File: src/rtl/controller.sv
// Lattice-Boltzmann cell controller: initialises the lattice, walks each cell through
// density, divide, boundary, equilibrium, collision and write-back, then streams.
module controller #(
  parameter int GRID_DIM   = 256,
  parameter int DATA_WIDTH = 32
) (
  input  logic       Clk,
  input  logic       Reset,
  input  logic [7:0] count_init,
  input  logic       div_valid,
  input  logic       LID,
  input  logic       BOTTOM_WALL,
  input  logic       LEFT_WALL,
  input  logic       RIGHT_WALL,
  output logic       WE_p_mem,
  output logic       WE_ux_mem,
  output logic       WE_uy_mem,
  output logic       WE_fin_mem,
  output logic       WE_fout_mem,
  output logic       WE_feq_mem,
  output logic       select_p_mem,
  output logic       select_ux_mem,
  output logic       select_uy_mem,
  output logic       select_fin_mem,
  output logic [1:0] select_ux_reg,
  output logic       select_p_reg,
  output logic       select_uy_reg,
  output logic       count_init_en,
  output logic       div_start,
  output logic       LD_EN_P,
  output logic       LD_EN_PUX,
  output logic       LD_EN_PUY,
  output logic       LD_EN_UX,
  output logic       LD_EN_UY,
  output logic       LD_EN_FEQ0, LD_EN_FEQ1, LD_EN_FEQ2, LD_EN_FEQ3, LD_EN_FEQ4,
  output logic       LD_EN_FEQ5, LD_EN_FEQ6, LD_EN_FEQ7, LD_EN_FEQ8,
  output logic       LD_EN_FOUT0, LD_EN_FOUT1, LD_EN_FOUT2, LD_EN_FOUT3, LD_EN_FOUT4,
  output logic       LD_EN_FOUT5, LD_EN_FOUT6, LD_EN_FOUT7, LD_EN_FOUT8
);

  localparam logic [7:0] LAST_CELL = 8'(GRID_DIM - 1);

  // The cell index arrives on an 8-bit counter, so the lattice cannot exceed 256 cells.
  if (GRID_DIM < 1 || GRID_DIM > 256 || DATA_WIDTH < 1) begin : g_param_check
    $error("controller: GRID_DIM must be 1..256 and DATA_WIDTH positive");
  end

  typedef enum logic [3:0] {
    IDLE, INIT, RHO, DIV_START, DIV_WAIT, BC, FEQ, COLLIDE, WRITE, STREAM
  } state_t;

  state_t state;
  logic   last_cell;
  logic   any_wall;
  logic [8:0] ld_feq;
  logic [8:0] ld_fout;

  assign last_cell = (count_init == LAST_CELL);
  assign any_wall  = BOTTOM_WALL | LEFT_WALL | RIGHT_WALL;

  always_ff @(posedge Clk or posedge Reset) begin
    if (Reset) begin
      state <= IDLE;
    end else begin
      case (state)
        IDLE:      state <= INIT;
        INIT:      if (last_cell) state <= RHO;
        RHO:       state <= DIV_START;
        DIV_START: state <= DIV_WAIT;
        DIV_WAIT:  if (div_valid) state <= BC;
        BC:        state <= FEQ;
        FEQ:       state <= COLLIDE;
        COLLIDE:   state <= WRITE;
        WRITE:     state <= last_cell ? STREAM : RHO;
        STREAM:    if (last_cell) state <= RHO;
        default:   state <= IDLE;
      endcase
    end
  end

  // Outputs decode the state directly so an asynchronous reset clears them at once.
  always_comb begin
    WE_p_mem       = 1'b0;
    WE_ux_mem      = 1'b0;
    WE_uy_mem      = 1'b0;
    WE_fin_mem     = 1'b0;
    WE_fout_mem    = 1'b0;
    WE_feq_mem     = 1'b0;
    select_p_mem   = 1'b0;
    select_ux_mem  = 1'b0;
    select_uy_mem  = 1'b0;
    select_fin_mem = 1'b0;
    select_ux_reg  = 2'b00;
    select_p_reg   = 1'b0;
    select_uy_reg  = 1'b0;
    count_init_en  = 1'b0;
    div_start      = 1'b0;
    LD_EN_P        = 1'b0;
    LD_EN_PUX      = 1'b0;
    LD_EN_PUY      = 1'b0;
    LD_EN_UX       = 1'b0;
    LD_EN_UY       = 1'b0;
    ld_feq         = '0;
    ld_fout        = '0;
    case (state)
      INIT: begin
        count_init_en = 1'b1;
        WE_p_mem      = 1'b1;
        WE_ux_mem     = 1'b1;
        WE_uy_mem     = 1'b1;
        WE_fin_mem    = 1'b1;
      end
      RHO: begin
        LD_EN_P   = 1'b1;
        LD_EN_PUX = 1'b1;
        LD_EN_PUY = 1'b1;
      end
      DIV_START: div_start = 1'b1;
      DIV_WAIT: begin
        LD_EN_UX = div_valid;
        LD_EN_UY = div_valid;
      end
      BC: begin
        if (LID || any_wall) begin
          select_ux_reg = LID ? 2'b01 : 2'b10;
          select_uy_reg = 1'b1;
          select_p_reg  = 1'b1;
          LD_EN_UX      = 1'b1;
          LD_EN_UY      = 1'b1;
          LD_EN_P       = 1'b1;
        end
      end
      FEQ:     ld_feq  = '1;
      COLLIDE: ld_fout = '1;
      WRITE: begin
        WE_p_mem      = 1'b1;
        WE_ux_mem     = 1'b1;
        WE_uy_mem     = 1'b1;
        WE_feq_mem    = 1'b1;
        WE_fout_mem   = 1'b1;
        count_init_en = 1'b1;
        select_p_mem  = 1'b1;
        select_ux_mem = 1'b1;
        select_uy_mem = 1'b1;
      end
      STREAM: begin
        WE_fin_mem     = 1'b1;
        select_fin_mem = 1'b1;
        count_init_en  = 1'b1;
      end
      default: ;
    endcase
  end

  assign {LD_EN_FEQ8, LD_EN_FEQ7, LD_EN_FEQ6, LD_EN_FEQ5, LD_EN_FEQ4,
          LD_EN_FEQ3, LD_EN_FEQ2, LD_EN_FEQ1, LD_EN_FEQ0} = ld_feq;
  assign {LD_EN_FOUT8, LD_EN_FOUT7, LD_EN_FOUT6, LD_EN_FOUT5, LD_EN_FOUT4,
          LD_EN_FOUT3, LD_EN_FOUT2, LD_EN_FOUT1, LD_EN_FOUT0} = ld_fout;

endmodule

File: config.mk
export PLATFORM = sky130hd
export DESIGN_NAME = controller
export DESIGN_NICKNAME = d
export VERILOG_FILES = /design/src/rtl/controller.sv
export SDC_FILE = /design/constraint.sdc
export NUM_CORES = 1
export LEC_CHECK = 0
export ABC_AREA = 1
export BUFFER_PORTS_ARGS = -buffer_cell sky130_fd_sc_hd__buf_2
export CAP_MARGIN = 10
export CELL_PAD_IN_SITES_DETAIL_PLACEMENT = 1
export CELL_PAD_IN_SITES_GLOBAL_PLACEMENT = 1
export CORE_MARGIN = 2
export CORE_UTILIZATION = 22
export DETAILED_ROUTE_END_ITERATION = 8
export PLACE_DENSITY = 0.87
export SETUP_SLACK_MARGIN = 0.4
export SLEW_MARGIN = 20
export SYNTH_ARGS = -nofsm -noshare
export SYNTH_HDL_FRONTEND = slang
export SYNTH_SLANG_ARGS = --single-unit
File: constraint.sdc
create_clock -name Clk -period 1.6 [get_ports Clk]
set_input_delay 0 -clock Clk [delete_from_list [all_inputs] [get_ports Clk]]
set_output_delay 0 -clock Clk [all_outputs]
set_load 0.05 [all_outputs]
Word-level counts from Yosys, hierarchy flattened
Index checks and enable logic that the tools add are counted.

Flip-flop bits (word level): 4. Latch bits: 0. Memory bits (writable): 0. Bits in read-only memories: 0. Input bits: 15. Output and inout port bits: 39. Logic and storage cells: 41. Memories: 0.

$add $sub $neg: 0. Multipliers: 0. Div/mod/pow operators: 0. Order comparisons: 0. Eq/ne operators: 12. Shift-type cells: 0. Mux-type cells: 20. Bitwise logic cells: 2. Reduce and logical (&&, ||, !) cells: 6.

Operators with widths (count): case mux 4 bit (9 select lines) (1); two-way mux 9 bit (2); equality test 4 x 3 -> 1 bit, second input constant (4); two-way mux 4 bit (3); two-way mux 1 bit (9); equality test 4 x 2 -> 1 bit, second input constant (2); equality test 4 bit, second input constant (2); equality test 8 bit, second input constant (1); two-way mux 2 bit (3); equality test 4 x 1 -> 1 bit, second input constant (1); logical NOT 4 bit (1); case mux 1 bit (2 select lines) (2); OR reduction 2 bit (2); OR reduction 3 bit (1); != test 2 x 1 -> 1 bit, second input constant (1); != test 2 bit, second input constant (1); bitwise OR 1 bit (2); AND reduction 2 bit (1); logical OR 1 bit (1).

Logic depth before layout (Yosys ltp)
Depth in word-level cells: 5. Gate-level depth with buffers: 8. Depth with buffers taken out: 8.

Worst setup path after synthesis
No wires, ideal clock.

Path type: register to output. Start point: reg state[3]. End point: out WE_ux_mem. Data arrival time: 2.225 ns. Data required time: 1.600 ns. Slack: -0.625 ns. Stages on the path, launching flop included: 6. Buffers on the path: 2. Cell sequence: dfrtp_1 buf_6 nor2_1 inv_1 o21ai_0 buf_4.

Cells in the longest elaborated chain, start to end: 3. Elaborated cells on any way between the ends: 4. Those cells by class: 2 x eq/ne; 1 x mux; 1 x reduce/logical.

RTL lines: start: declaration (line 52) `state_t state;`; start signal: assignment (line 74) `WRITE: state <= last_cell ? STREAM : RHO;`; equality test 4 bit / equality test 4 x 1 -> 1 bit (equally long branches); OR reduction 2 bit (no source line) (*); two-way mux 1 bit (*); end: declaration (line 16) `output logic WE_ux_mem,`.

Mark *: on every way between the ends. The rest lies on a longest branch, timed or not.

Worst setup path in the final report
Start point: reg state[3]. End point: out LD_EN_P.

Cells in the longest elaborated chain, start to end: 2. Elaborated cells on any way between the ends: 3. Those cells by class: 2 x eq/ne; 1 x mux.

RTL lines: equality test 4 x 3 -> 1 bit / equality test 4 x 2 -> 1 bit (equally long branches) (line 105) `case (state)`; case mux 1 bit (2 select lines) (*) (line 105); end: declaration (line 30) `output logic LD_EN_P,`.

Marked as above.

==> results.py <==
metrics = {
    "setup_path": {
        "endpoint_kind": "primary output",
        "cpPeakStageDelay_ns": 0.43,
        "crit_path_max_fanout": 5,
        "crit_arrival_ns": 1.40,
        "criticalPathCategory": "flop to primary output",
        "cp_data_required_time_ns": 1.60,
        "crit_top_cell": "nor2_4",
        "cp-start-kind": "flop",
        "crit_chain": "nor2_4 -> inv_4 -> nor2_4 -> o21ai_4 -> o21ai_2 -> buf_6",
        "critical-path-slowest-cell": "dfrtp_2",
    },
    "sta": {
        "worst_pin_slew_ns": 0.237,
        "fmax_mhz": 717,
        "hold_violations": 0,
        "min_period_ns": 1.40,
        "fin_crit_sh": 0.872,
        "slew_headroom": 0.841,
        "final_max_slew_viol_count": 0,
        "tns_ns": 0,
        "timing.final.setup_violations": 0,
        "skew_ns": 0.00553,
        "grt_setup_unrepaired": "true",
    },
    "clock_tree": {
        "cts_buffers": 3,
        "path_clk_slew_ns": 0.04,
        "cts_root_buf": "clkbuf_4",
        "cts_max_path_buffers": 2,
        "cts_sinks": 4,
        "cts_tree": "done",
        "clkLatencyLatePin_ns": 0.24,
        "h-tree-depth": 1,
    },
    "placement": {
        "port_buffers": 53,
        "placed_cells": 153,
        "gp_congestion": 0.795,
        "dp_hpwl_um": 1450,
    },
    "global_routing": {
        "grt_pass1_wl_um": 3460,
        "grt_overflow": 0,
        "grt_pass1_vias": 759,
        "antenna_found_initial": 0,
        "track_usage": 0.139,
        "grt_max_degree": 7,
    },
    "cells_and_area": {
        "largest_reg_flops": 4,
        "drive_gt1_frac": 0.755,
        "n_antenna_cell": 0,
        "top_regs": "state: 4 flops",
        "final_common_cell": "buf_6",
        "areaGrowthSynthToFinish_pct": 128,
        "regMostFlops": "state",
        "layoutNonFillerInstCount": 173,
        "layout.nets": 160,
        "layout_common_cells": "buf_6, nand2_1, buf_2, buf_4, buf_8",
    },
    "synthesis": {
        "synth_area_um2": 593,
        "syn_inst": 96,
        "ys_ff_latch": 4,
        "ys_warn_count": 0,
        "seq_area_frac_synth": 0.169,
        "synth_nets": 111,
        "synth_area_per_cell_um2": 6.18,
        "ys_types": 16,
    },
    "floorplan": {
        "die_y_um": 55.9,
        "design.portCount": 54,
        "coreArea_um2": 2520,
        "row_count": 18,
        "die_w_um": 55.9,
        "die_area_um2": 3130,
        "initial_utilization": 0.235,
    },
    "drt": {
        "drcViolationCount": 0,
        "routed_wl_um": 2180,
        "first_pass_iters": 3,
        "dr_total_vias": 753,
        "drt-initial-drc-count": 3,
        "ant_nets": 0,
        "wl_per_cell_um": 12.6,
        "via_per_inst": 4.35,
    },
    "worst_hold_path": {
        "hold_path_class": "input port to flop",
    },
    "outcome": {
        "outcome": "finished clean",
    },
    "run": {
        "drv_cap": 0,
    },
}
critical path, delay by kind of cell, from the launching register on:
family	cells	cell delay, ns
flops	1	0.43
simple gates	2	0.28
buf+inv	2	0.25
compound gates	2	0.19
kinds of logic after synthesis:
group / share of synthesized area
buf+inv: 0.405
simple gates: 0.335
flops: 0.169
compound gates: 0.0907
metal layers:
layer / track usage / routed length (um) / share of wire
met1: 0.135 / 717 / 0.33
met3: 0.0233 / 155 / 0.071
met4: 0.0408 / 24 / 0.011
met2: 0.291 / 1280 / 0.59
met5: 0 / 0 / 0
area by class of cell:
cell class / count / area (um2)
Clock buffer: 3 / 22.5
Fill cell: 287 / 1170
Inverter: 11 / 55.1
Multi-Input combinational cell: 56 / 397
Sequential cell: 4 / 104
Tap cell: 30 / 37.5
Timing Repair Buffer: 69 / 737
worst paths after layout:
kind                       startpoint        to  slack (ns)  depth (start not counted)
min in group asynchronous       Reset  state[1]        0.19                          3
max                          state[3]   LD_EN_P        0.20                          6
min reg2reg                  state[3]  state[3]        0.67                          3
min                         div_valid  state[3]        0.15                          6
max reg2reg                  state[2]  state[3]        0.29                          8
max in group asynchronous       Reset  state[0]        1.24                          3
cells in the mapped netlist:
| cell type | number | area share |
|---|---|---|
| nand2_1 | 24 | 0.15 |
| o21ai_2 | 2 | 0.030 |
| nor3b_1 | 1 | 0.013 |
| dfrtp_1 | 4 | 0.17 |
| nand2_2 | 2 | 0.021 |
| buf_6 | 1 | 0.019 |
| nor2_2 | 3 | 0.032 |
| nand3_1 | 2 | 0.017 |
| o21ai_0 | 3 | 0.025 |
| inv_2 | 2 | 0.013 |
| nor2_4 | 1 | 0.019 |
| nor2_1 | 13 | 0.082 |
| a31oi_1 | 1 | 0.011 |
| buf_4 | 25 | 0.32 |
| a21oi_1 | 3 | 0.025 |
| inv_1 | 9 | 0.057 |
stage by stage:
stage	area, um2	utilization	hold WS (ns)	setup slack (ns)
after floorplan	733	-	-0.234	0.253
after global placement	788	0.313	-0.115	0.331
after detailed placement	788	0.313	-0.107	0.266
after CTS	1240	0.493	0.157	0.221
after global routing	1350	0.536	0.189	0.155
final	1350	0.536	0.152	0.205
timing repair:
| item | CTS | global route |
|---|---|---|
| resized for setup | 101 | 24 |
| gates cloned | 1 | 0 |
| setup endpoints to repair | 40 | 42 |
| hold buffers | 1 | 0 |
| pin swaps | 5 | 5 |
| endpoints found under the hold margin | 4 | 0 |
| buffers inserted | 11 | 4 |
Power is left out: the tool's default activity adds up to more than one toggle a clock period on the data nets, which glitch-free logic cannot reach.
